<file path="config.mk">
export PLATFORM = sky130hd
export DESIGN_NAME = gray_sync_decoder
export DESIGN_NICKNAME = d
export VERILOG_FILES = /design/src/rtl/gray_sync_decoder.sv
export SDC_FILE = /design/constraint.sdc
export NUM_CORES = 1
export LEC_CHECK = 0
export ABC_AREA = 1
export BUFFER_PORTS_ARGS = -buffer_cell sky130_fd_sc_hd__buf_2
export CELL_PAD_IN_SITES_DETAIL_PLACEMENT = 1
export CELL_PAD_IN_SITES_GLOBAL_PLACEMENT = 2
export CORE_UTILIZATION = 36
export CTS_CLUSTER_DIAMETER = 60
export CTS_CLUSTER_SIZE = 24
export DETAILED_ROUTE_END_ITERATION = 10
export GPL_TIMING_DRIVEN = 1
export PLACE_DENSITY = 0.93
export SETUP_SLACK_MARGIN = 0.05
export SKIP_CTS_REPAIR_TIMING = 1
export SYNTH_ARGS = -nofsm -noshare
export SYNTH_HDL_FRONTEND = slang
export SYNTH_SLANG_ARGS = --single-unit
</file>
<file path="constraint.sdc">
create_clock -name clk -period 4.9 [get_ports clk]
set_input_delay 0.245 -clock clk [delete_from_list [all_inputs] [get_ports clk]]
set_output_delay 0.245 -clock clk [all_outputs]
set_load 0.02 [all_outputs]
</file>
<file path="src/rtl/gray_sync_decoder.sv">
// Gray-code count receiver: synchronises an upstream Gray count, converts it to
// binary and checks that every change is a single +1 step.
module gray_sync_decoder #(
    parameter int WIDTH       = 8,
    parameter int SYNC_STAGES = 2,
    parameter int ERR_CNT_W   = 8
) (
    input  logic                 clk,
    input  logic                 reset,
    input  logic [WIDTH-1:0]     gray_in,
    input  logic                 clear_err,
    output logic [WIDTH-1:0]     gray_sync,
    output logic [WIDTH-1:0]     bin_out,
    output logic                 step_valid,
    output logic                 wrap_pulse,
    output logic                 step_err,
    output logic [ERR_CNT_W-1:0] err_count
);

    localparam logic [1:0] ST_ACQUIRE = 2'd0;
    localparam logic [1:0] ST_TRACK   = 2'd1;
    localparam logic [1:0] ST_FAULT   = 2'd2;

    localparam int ACQ_W = $clog2(SYNC_STAGES + 1);
    localparam logic [ACQ_W-1:0] ACQ_LAST = ACQ_W'(SYNC_STAGES);

    logic [WIDTH-1:0]     sync_q [SYNC_STAGES];
    logic [WIDTH-1:0]     bin_d;
    logic [WIDTH-1:0]     bin_q;
    logic [WIDTH-1:0]     bin_prev_d;
    logic [WIDTH-1:0]     bin_prev_q;
    logic [WIDTH-1:0]     delta;
    logic [1:0]           state_d;
    logic [1:0]           state_q;
    logic [ACQ_W-1:0]     acq_d;
    logic [ACQ_W-1:0]     acq_q;
    logic [ERR_CNT_W-1:0] err_cnt_d;
    logic [ERR_CNT_W-1:0] err_cnt_q;
    logic                 tracking;
    logic                 legal_step;
    logic                 illegal;
    logic                 load_ref;

    always_ff @(posedge clk or posedge reset) begin
        if (reset) begin
            for (int i = 0; i < SYNC_STAGES; i++) begin
                sync_q[i] <= '0;
            end
        end else begin
            sync_q[0] <= gray_in;
            for (int i = 1; i < SYNC_STAGES; i++) begin
                sync_q[i] <= sync_q[i-1];
            end
        end
    end

    assign gray_sync = sync_q[SYNC_STAGES-1];

    // Binary bit i is the XOR of all Gray bits from i upwards.
    always_comb begin
        bin_d = '0;
        for (int i = 0; i < WIDTH; i++) begin
            bin_d[i] = ^(gray_sync >> i);
        end
    end

    assign delta      = bin_q - bin_prev_q;
    assign tracking   = (state_q == ST_TRACK);
    assign legal_step = (delta == WIDTH'(1));
    assign illegal    = tracking && (delta != '0) && !legal_step;
    assign load_ref   = (state_q == ST_ACQUIRE) && (acq_q == ACQ_LAST);

    always_comb begin
        state_d = state_q;
        acq_d   = acq_q;
        case (state_q)
            ST_ACQUIRE: begin
                if (acq_q == ACQ_LAST) begin
                    state_d = ST_TRACK;
                end else begin
                    acq_d = acq_q + ACQ_W'(1);
                end
            end
            ST_TRACK: begin
                if (illegal) begin
                    state_d = ST_FAULT;
                end
            end
            ST_FAULT: begin
                if (clear_err) begin
                    state_d = ST_TRACK;
                end
            end
            default: begin
                state_d = ST_ACQUIRE;
            end
        endcase
    end

    // Leaving ACQUIRE makes the freshly registered value the reference.
    assign bin_prev_d = load_ref ? bin_d : bin_q;

    always_comb begin
        err_cnt_d = err_cnt_q;
        if (illegal && !(&err_cnt_q)) begin
            err_cnt_d = err_cnt_q + ERR_CNT_W'(1);
        end
    end

    always_ff @(posedge clk or posedge reset) begin
        if (reset) begin
            bin_q      <= '0;
            bin_prev_q <= '0;
            state_q    <= ST_ACQUIRE;
            acq_q      <= '0;
            err_cnt_q  <= '0;
        end else begin
            bin_q      <= bin_d;
            bin_prev_q <= bin_prev_d;
            state_q    <= state_d;
            acq_q      <= acq_d;
            err_cnt_q  <= err_cnt_d;
        end
    end

    assign bin_out    = bin_q;
    assign step_valid = tracking && legal_step;
    assign wrap_pulse = tracking && legal_step && (&bin_prev_q);
    assign step_err   = (state_q == ST_FAULT);
    assign err_count  = err_cnt_q;

endmodule

</file>
==> results of run 1 <==
[layout make-up]
cell class              count  share of cell area, %
clock buffers               5                   2.67
multi-input cells         171                   37.2
clock inverters             3                   1.79
inverters                  31                   4.51
flip-flops and latches     44                   42.7
well taps                  75                   3.64
repair buffers             38                   7.47
[synth_stat cells, drive strengths merged]
master	number
nand2	81
dfrtp	44
inv	31
nand3	18
nor2	14
xnor2	14
buf	10
ha	9
xor2	7
a21oi	6
nor3	5
o21ai	5
nand3b	3
nand4	2
or2	2
a31oi	1
and2	1
fa	1
nand2b	1
nor4	1
[cell families after synthesis]
kind of cell               Yosys count  synth area share, %
AOI/OAI and AO/OA                   12                 3.33
xor gates and xnor gates            21                 8.83
adders and majority gates           10                 5.89
buffers and inverters               41                 8.50
DFF                                 44                 48.9
and+or+nand+nor                    128                 24.6
[power groups by stage]
| stage | combinational, mW | clock, mW | sequential [mW] |
|---|---|---|---|
| 2_1_floorplan | 0.549 | 0 | 0.542 |
| 3_3_place_gp | 0.733 | 0 | 0.517 |
| 3_5_place_dp | 0.755 | 0 | 0.522 |
| 4_1_cts | 0.760 | 0.295 | 0.516 |
| 5_1_grt | 0.866 | 0.302 | 0.527 |
| 6_report | 0.749 | 0.282 | 0.513 |
[layer usage]
| metal | wire length (um) | share of wire, % |
|---|---|---|
| met2 | 2370 | 51 |
| met4 | 52 | 1.1 |
| met3 | 124 | 2.7 |
| met5 | 0 | 0 |
| met1 | 2090 | 45 |
[metrics by stage]
step | utilization (%) | power, mW
2_1_floorplan | - | 1.09
3_3_place_gp | 41.1 | 1.25
3_5_place_dp | 41.1 | 1.28
4_1_cts | 43.1 | 1.57
5_1_grt | 43.1 | 1.69
6_report | 43.1 | 1.54
[registers in the layout (all words and copies together), names as in the netlist]
register and cells:
sync_q 8, acq_q 2, gray_sync 8, err_count 8, bin_prev_q 8, bin_out 8, state_q 2
[worst max-delay path, delay by kind of cell, from the launching register on]
kind | cells | cell delay, ns
AND/OR/NAND/NOR | 8 | 0.69
adder cells (fa/ha/maj) | 2 | 0.61
buffers and inverters | 3 | 0.36
flip-flops | 1 | 0.35
[worst min-delay path by stage]
| stage | to | cells past startpoint | slack [ns] | from |
|---|---|---|---|---|
| detailed placement | gray_sync[4]$_DFF_PP0_ | 0 | 0.34 | sync_q[12]$_DFF_PP0_ |
| CTS | sync_q[10]$_DFF_PP0_ | 1 | 0.03 | gray_in[2] |
| global route | sync_q[13]$_DFF_PP0_ | 1 | 0.03 | gray_in[5] |
| floorplan | sync_q[10]$_DFF_PP0_ | 0 | 0.28 | gray_in[2] |
| global placement | gray_sync[4]$_DFF_PP0_ | 0 | 0.33 | sync_q[12]$_DFF_PP0_ |
| finish | sync_q[13]$_DFF_PP0_ | 1 | 0.05 | gray_in[5] |
==> impl_summary.log, run 1 <==
INFO  metric run_status = completed
INFO  metric vias = 1704
INFO  metric multi_input_comb_area = 961 sq um
INFO  metric count_of_final_max_slew_check_failures = 0
INFO  metric final_gp_congestion = 0.743
INFO  metric type_of_the_setup_path_with_the_least_slack = reg2out
INFO  metric maximum_capacitance_violations = 0
INFO  metric dpl_worst_slack = 2.50 ns
INFO  metric yosysTopAreaCellShare = 48.9%
INFO  metric chipWidth = 81.1 um
INFO  metric syn_area = 2250 sq um
INFO  metric fillerInstances = 731
INFO  metric grt_met1_use = 20.4%
INFO  metric grt_antenna_before_repair = 0
INFO  metric crit_arrival = 2.31 ns
INFO  metric groute.layer.met2.usage = 29.1%
INFO  metric final_nets = 312
INFO  metric proportion_of_layout_cells_with_a_drive_suffix_above_1 = 19.5%
INFO  metric achievable_freq = 391 MHz
INFO  metric synth_cell_type_count = 29
INFO  metric critPathMaxFanout = 3
INFO  metric area_growth = 14.5%
INFO  metric crit_top_cell = sky130_fd_sc_hd__nand2_1
INFO  metric r2r_setup_slack = 2.48 ns
INFO  metric yosys-top-cells-area = sky130_fd_sc_hd__dfrtp_1 (49%), sky130_fd_sc_hd__nand2_1 (13%), sky130_fd_sc_hd__xnor2_1 (5.1%)
INFO  metric dieHeight = 81.1 um
INFO  metric final_critical_path_setup_slack = 2.34 ns
INFO  metric critical-path-max-stage-delay = 0.39 ns
INFO  metric finalHoldViolations = 0
INFO  metric placed_area = 2460 sq um
INFO  metric timing_worst_slew_pin_value = 0.546 ns
INFO  metric clk_root_buffer_cell = sky130_fd_sc_hd__clkbuf_8
INFO  metric combPwrFrac = 48.5%
INFO  metric post_detailed_routing_wire_length = 4640 um
INFO  metric worstHoldPathType = in2reg
INFO  metric synth.yosys.warnings = 0
INFO  metric length_in_cells_of_the_worst_reg_to_reg_path = 13
INFO  metric ys_seq_area_share = 48.9%
INFO  metric setup_repair_after_global_routing_missed_its_margin = no
INFO  metric initial_utilization = 37.6%
INFO  metric p_leak = 1.37 nW
INFO  metric storage_cell_area = 1100 sq um
INFO  metric layout_min_cycle_time = 2.56 ns
INFO  metric core_area = 5990 sq um
INFO  metric dp_cells = 359
INFO  metric final_antenna_net_count = 0
INFO  metric synth-seq-cells = 44
INFO  metric internal_power = 863 uW
INFO  metric worst_slew_margin_rel = 63.6%
INFO  metric grt_start_max_net_pins = 45
INFO  metric rows = 28
INFO  metric p_per_area = 598 nW/um^2
INFO  metric grtUsageTotal = 16.6%
INFO  metric detail_route.drc_violations = 0
INFO  metric critical-path-slowest-cell = sky130_fd_sc_hd__fa_1
INFO  metric tritoncts = done
INFO  metric io_pins = 38
INFO  metric top_usage_layer = met2
INFO  metric final-instance-count-excl-fill = 367
INFO  metric sequentialPowerShare = 33.2%
INFO  metric cts_buffer_depth = 2
INFO  metric grt.overflow.total = 0
INFO  metric hold_slack_final = 0.0466 ns
INFO  metric grt.met3_usage = 1.91%
INFO  metric cp-startpoint = bin_out[0]$_DFF_PP0_
INFO  metric layout_common_cells = sky130_fd_sc_hd__nand2_1 (80), sky130_fd_sc_hd__dfrtp_1 (44), sky130_fd_sc_hd__buf_2 (37)
INFO  metric cp.required = 4.66 ns
INFO  metric final_common_cell = sky130_fd_sc_hd__nand2_1
INFO  metric final_min_period_over_clock_period = 52.2%
INFO  metric antenna_diodes = 0
INFO  metric tns = 0 ns
INFO  metric syn-num-nets = 277
INFO  metric post_dr_wirelength_cell = 12.6 um
INFO  metric place.port_buffers = 37
INFO  metric detail_route.vias_per_cell = 4.64
INFO  metric cts_inserted_buffers = 5
INFO  metric cts_num_sinks = 44
INFO  metric final_cell_area = 2580 sq um
INFO  metric insertion_delay = 0.30 ns
INFO  metric syn_inst = 256
INFO  metric clockPowerShare = 18.3%
INFO  metric worst_clock_skew = 0.00486 ns
INFO  metric grt_pass1_vias = 1796
INFO  metric detailedRoute.firstIterationViolations = 46
INFO  metric crit-reg2reg-launch = bin_out[0]$_DFF_PP0_
INFO  metric timing.critical_path.to = wrap_pulse
INFO  metric worstSetupEndpointType = primary output
INFO  metric ir_worst_vdd = 0.346 mV
INFO  metric first_pass_grt_wire_length = 8160 um
INFO  metric synthesis.area_per_instance = 8.80 sq um
INFO  metric timing.rr.end = err_count[4]$_DFFE_PP0P_
INFO  metric crit_path_cell_trace = inv_1 > ha_1 > fa_1 > inv_1 > nand2_1 > nand2_1 > nand3b_1 > nand3_1 > nand2_1 > nor2_1 > nand2_1 > nor3_1 > buf_2
INFO  metric cts_max_level = 2
INFO  metric synth_area_leader_cell = sky130_fd_sc_hd__dfrtp_1
INFO  metric setup.worst_path.start_class = register
INFO  metric dp_hpwl = 3630 um
INFO  metric switching_share = 44.1%
INFO  metric power.net_switching = 681 uW
INFO  metric first_pass_iters = 3
INFO  metric setup_viol = 0
INFO  metric clkSlewWorstSetupHoldPaths = 0.09 ns
INFO  metric die-area = 6580 sq um
No activity file was read; power rests on OpenSTA's default activity.
==> run 2, diff against run 1 <==
--- a/config.mk
+++ b/config.mk
@@ -5,16 +5,16 @@
 export SDC_FILE = /design/constraint.sdc
 export NUM_CORES = 1
 export LEC_CHECK = 0
-export ABC_AREA = 1
+export ABC_AREA = 0
 export BUFFER_PORTS_ARGS = -buffer_cell sky130_fd_sc_hd__buf_2
 export CELL_PAD_IN_SITES_DETAIL_PLACEMENT = 1
 export CELL_PAD_IN_SITES_GLOBAL_PLACEMENT = 2
-export CORE_UTILIZATION = 36
+export CORE_UTILIZATION = 33
 export CTS_CLUSTER_DIAMETER = 60
 export CTS_CLUSTER_SIZE = 24
 export DETAILED_ROUTE_END_ITERATION = 10
 export GPL_TIMING_DRIVEN = 1
-export PLACE_DENSITY = 0.93
+export PLACE_DENSITY = 0.84
 export SETUP_SLACK_MARGIN = 0.05
 export SKIP_CTS_REPAIR_TIMING = 1
 export SYNTH_ARGS = -nofsm -noshare
==> constraint.sdc (replaced) <==
create_clock -name clk -period 2.34 [get_ports clk]
set_input_delay 0.117 -clock clk [delete_from_list [all_inputs] [get_ports clk]]
set_output_delay 0.117 -clock clk [all_outputs]
set_load 0.02 [all_outputs]
==> run 2 against run 1 <==
Against the previous run:
- the flow now finishes with violations (negative setup slack)
- worst hold slack better by 0.055 ns
- design area is 4.8% higher
- synthesized cell count is 37% lower
- cell count fell by 18%
- via count fell by 17%
- register-to-register slack got worse by 2.7 ns
- global-route usage is 2.0 points lower
- clock-buffer cell count is the same
- sequential share of layout area fell by 1.8 points
- critical path type unchanged
- largest power group unchanged
==> impl_summary.log, run 2 <==
INFO  metric antenna_diodes = 0 (unchanged)
INFO  metric syn_area = 2010 sq um (-11%)
INFO  metric grtUsageTotal = 14.6% (-2.0 points)
INFO  metric p_per_area = 1270 nW/um^2 (+110%)
INFO  metric post_detailed_routing_wire_length = 4440 um (-4.2%)
INFO  metric layout_min_cycle_time = 2.71 ns
INFO  metric post_dr_wirelength_cell = 14.8 um (+17%)
INFO  metric ys.flop_type = sky130_fd_sc_hd__dfrtp_1
INFO  metric worst_slew_margin_rel = 42.0% (-22 points)
INFO  metric io_pins = 38 (unchanged)
INFO  metric area_growth = 34.7%
INFO  metric final_gp_congestion = 0.759 (+2.1%)
INFO  metric synthesis.area_per_instance = 12.4 sq um (+41%)
INFO  metric die-area = 6400 sq um (-2.8%)
INFO  metric grt_start_max_net_pins = 25 (-44%)
INFO  metric grt.met3_usage = 3.20% (+1.3 points)
INFO  metric clk_root_buffer_cell = sky130_fd_sc_hd__clkbuf_8
INFO  metric synthTopCellsByCount = sky130_fd_sc_hd__dfrtp_1 (44), sky130_fd_sc_hd__inv_1 (14), sky130_fd_sc_hd__xnor2_1 (13), sky130_fd_sc_hd__ha_1 (9), sky130_fd_sc_hd__buf_4 (8)
INFO  metric synth_area_leader_cell = sky130_fd_sc_hd__dfrtp_1
INFO  metric cts_inserted_buffers = 5 (unchanged)
INFO  metric insertion_delay = 0.30 ns (about the same)
INFO  metric async_flop_share = 100% (unchanged)
INFO  metric syn-num-nets = 183 (-34%)
INFO  metric synth_enable_flop_cells = 0 (unchanged)
INFO  metric detailedRoute.firstIterationViolations = 25 (-46%)
INFO  metric synth.most_common_cell = sky130_fd_sc_hd__dfrtp_1
INFO  metric ys_seq_area_share = 54.9% (+6.0 points)
INFO  metric final_antenna_net_count = 0 (unchanged)
INFO  metric grt_met1_use = 16.6% (-3.8 points)
INFO  metric core_area = 5890 sq um (-1.8%)
INFO  metric tritoncts = done
INFO  metric detail_route.drc_violations = 0 (unchanged)
INFO  metric count_of_final_max_slew_check_failures = 0 (unchanged)
INFO  metric failed_checks = negative setup slack
INFO  metric final_critical_path_setup_slack = -0.369 ns (-2.71 ns)
INFO  metric grt_antenna_before_repair = 0 (unchanged)
INFO  metric synth.yosys.warnings = 0 (unchanged)
INFO  metric proportion_of_layout_cells_with_a_drive_suffix_above_1 = 41.8% (+22 points)
INFO  metric final_cell_area = 2700 sq um (+4.8%)
INFO  metric initial_utilization = 34.1% (-3.5 points)
INFO  metric cts_buffer_depth = 2 (unchanged)
INFO  metric first_pass_iters = 4 (+1)
INFO  metric dpl_worst_slack = -0.154 ns (-2.66 ns)
INFO  metric final_common_cell = sky130_fd_sc_hd__dfrtp_1
INFO  metric setup_viol = 9 (+9)
INFO  metric groute.layer.met2.usage = 25.8% (-3.3 points)
INFO  metric crit_arrival = 2.59 ns (+0.28 ns)
INFO  metric layout_common_cells = sky130_fd_sc_hd__dfrtp_1 (42), sky130_fd_sc_hd__buf_2 (35), sky130_fd_sc_hd__buf_4 (16)
INFO  metric achievable_freq = 369 MHz
INFO  metric rows = 28 (unchanged)
INFO  metric yosysTopAreaCellShare = 54.9% (+6.0 points)
INFO  metric top_usage_layer = met2
INFO  metric final_nets = 245 (-21%)
INFO  metric critPathMaxFanout = 4 (+1)
INFO  metric cts_max_level = 2 (unchanged)
INFO  metric run_status = finished with violations
INFO  metric total_power = 3.43 mW (+120%)
INFO  metric synth-seq-cells = 44 (unchanged)
INFO  metric maximum_capacitance_violations = 0 (unchanged)
INFO  metric timing_worst_slew_pin_value = 0.864 ns (+0.318 ns)
INFO  metric clkSlewWorstSetupHoldPaths = 0.09 ns (about the same)
INFO  metric worstHoldPathType = in2reg
INFO  metric first_pass_grt_wire_length = 6960 um (-15%)
INFO  metric type_of_the_setup_path_with_the_least_slack = reg2out
INFO  metric syn_inst = 162 (-37%)
INFO  metric place.port_buffers = 37 (unchanged)
INFO  metric yosys-top-cells-area = sky130_fd_sc_hd__dfrtp_1 (55%), sky130_fd_sc_hd__xnor2_1 (5.7%), sky130_fd_sc_hd__ha_1 (5.6%)
INFO  metric finalCoreUtilization = 45.9% (+2.9 points)
INFO  metric worst_clock_skew = 0.00779 ns (+0.00293 ns)
INFO  metric chipWidth = 80.0 um (-1.4%)
INFO  metric placed_area = 2390 sq um (-3.1%)
INFO  metric synth_cell_type_count = 35 (+21%)
INFO  metric p_leak = 1.25 nW (-8.3%)
INFO  metric finalHoldViolations = 0 (unchanged)
INFO  metric vias = 1419 (-17%)
INFO  metric detail_route.vias_per_cell = 4.73 (+1.9%)
INFO  metric cts_num_sinks = 44 (unchanged)
INFO  metric setup.worst_path.start_class = register
INFO  metric dp_hpwl = 3140 um (-13%)
INFO  metric tns = -1.23 ns (-1.23 ns)
INFO  metric grt.overflow.total = 0 (unchanged)
INFO  metric worstSetupEndpointType = primary output
INFO  metric dieHeight = 80.0 um (-1.4%)
INFO  metric grt_pass1_vias = 1444 (-20%)
INFO  metric fillerInstances = 640 (-12%)
INFO  metric setup_repair_after_global_routing_missed_its_margin = yes
INFO  metric cp.required = 2.22 ns (-2.44 ns)
INFO  metric final_min_period_over_clock_period = 116%
INFO  metric ir_worst_vdd = 0.437 mV (+26%)
run 2: final cells by class:
type	count	area (sq um)	area share, %
Sequential cell	44	1100	40.8
Clock inverter	3	47.5	1.76
Inverter	14	52.6	1.94
Timing Repair Buffer	63	419	15.5
Multi-Input combinational cell	96	917	33.9
Clock buffer	5	68.8	2.55
Tap cell	75	93.8	3.47
run 2: worst max-delay path: stages (launching register included):
cell	delay (ns)
sky130_fd_sc_hd__dfrtp_1	0.42
sky130_fd_sc_hd__ha_4	0.18
sky130_fd_sc_hd__fa_2	0.41
sky130_fd_sc_hd__nor2b_4	0.15
sky130_fd_sc_hd__o2111ai_2	0.13
sky130_fd_sc_hd__and3_4	0.22
sky130_fd_sc_hd__xor2_4	0.16
sky130_fd_sc_hd__nand4_4	0.15
sky130_fd_sc_hd__nor3_4	0.20
sky130_fd_sc_hd__and2_4	0.16
sky130_fd_sc_hd__buf_6	0.10
run 2: path summary, 6_finish.rpt:
kind / startpoint / end / slack (ns) / depth (start not counted)
setup / recovery: bin_prev_q[0]$_DFF_PP0_ / wrap_pulse / -0.37 / 10
hold / removal: clear_err / state_q[1]$_DFFE_PP0P_ / 0.10 / 3
setup reg to reg: bin_prev_q[0]$_DFF_PP0_ / err_count[1]$_DFFE_PP0P_ / -0.18 / 10
hold reg to reg: sync_q[8]$_DFF_PP0_ / gray_sync[0]$_DFF_PP0_ / 0.35 / 0
max in group asynchronous: reset / bin_out[4]$_DFF_PP0_ / 1.19 / 4
min in group asynchronous: reset / sync_q[9]$_DFF_PP0_ / 0.44 / 3
run 2: metal layers:
layer,part of all wire (%),up-vias
met5,0,-
met4,2.8,0
met3,2.7,12
met2,56,25
met1,39,714
li1,-,668
run 2: power by group:
part           switching, mW  internal [mW]  total (mW)
clock network          0.272          0.321       0.593
logic                  0.880          0.847        1.73
registers              0.165          0.948        1.11
total                   1.32           2.12        3.43
run 2: per-stage QoR:
| stage | cells | hold WS (ns) |
|---|---|---|
| finish | 300 | 0.101 |
| global route | 300 | 0.114 |
| CTS | 288 | -0.112 |
| detailed placement | 280 | 0.227 |
| global placement | 280 | 0.225 |
| floorplan | 162 | 0.148 |
run 2: kinds of logic (layout without fill, tap and decap cells):
| group | after synthesis | after routing | share of synthesized area, % |
|---|---|---|---|
| AOI/OAI and AO/OA | 17 | 17 | 5.42 |
| xor gates and xnor gates | 21 | 21 | 11.4 |
| and+or+nand+nor | 39 | 39 | 11.2 |
| muxes | 9 | 9 | 4.93 |
| DFF | 44 | 44 | 54.9 |
| adders and majority gates | 10 | 10 | 6.61 |
| buffers and inverters | 22 | 85 | 5.61 |
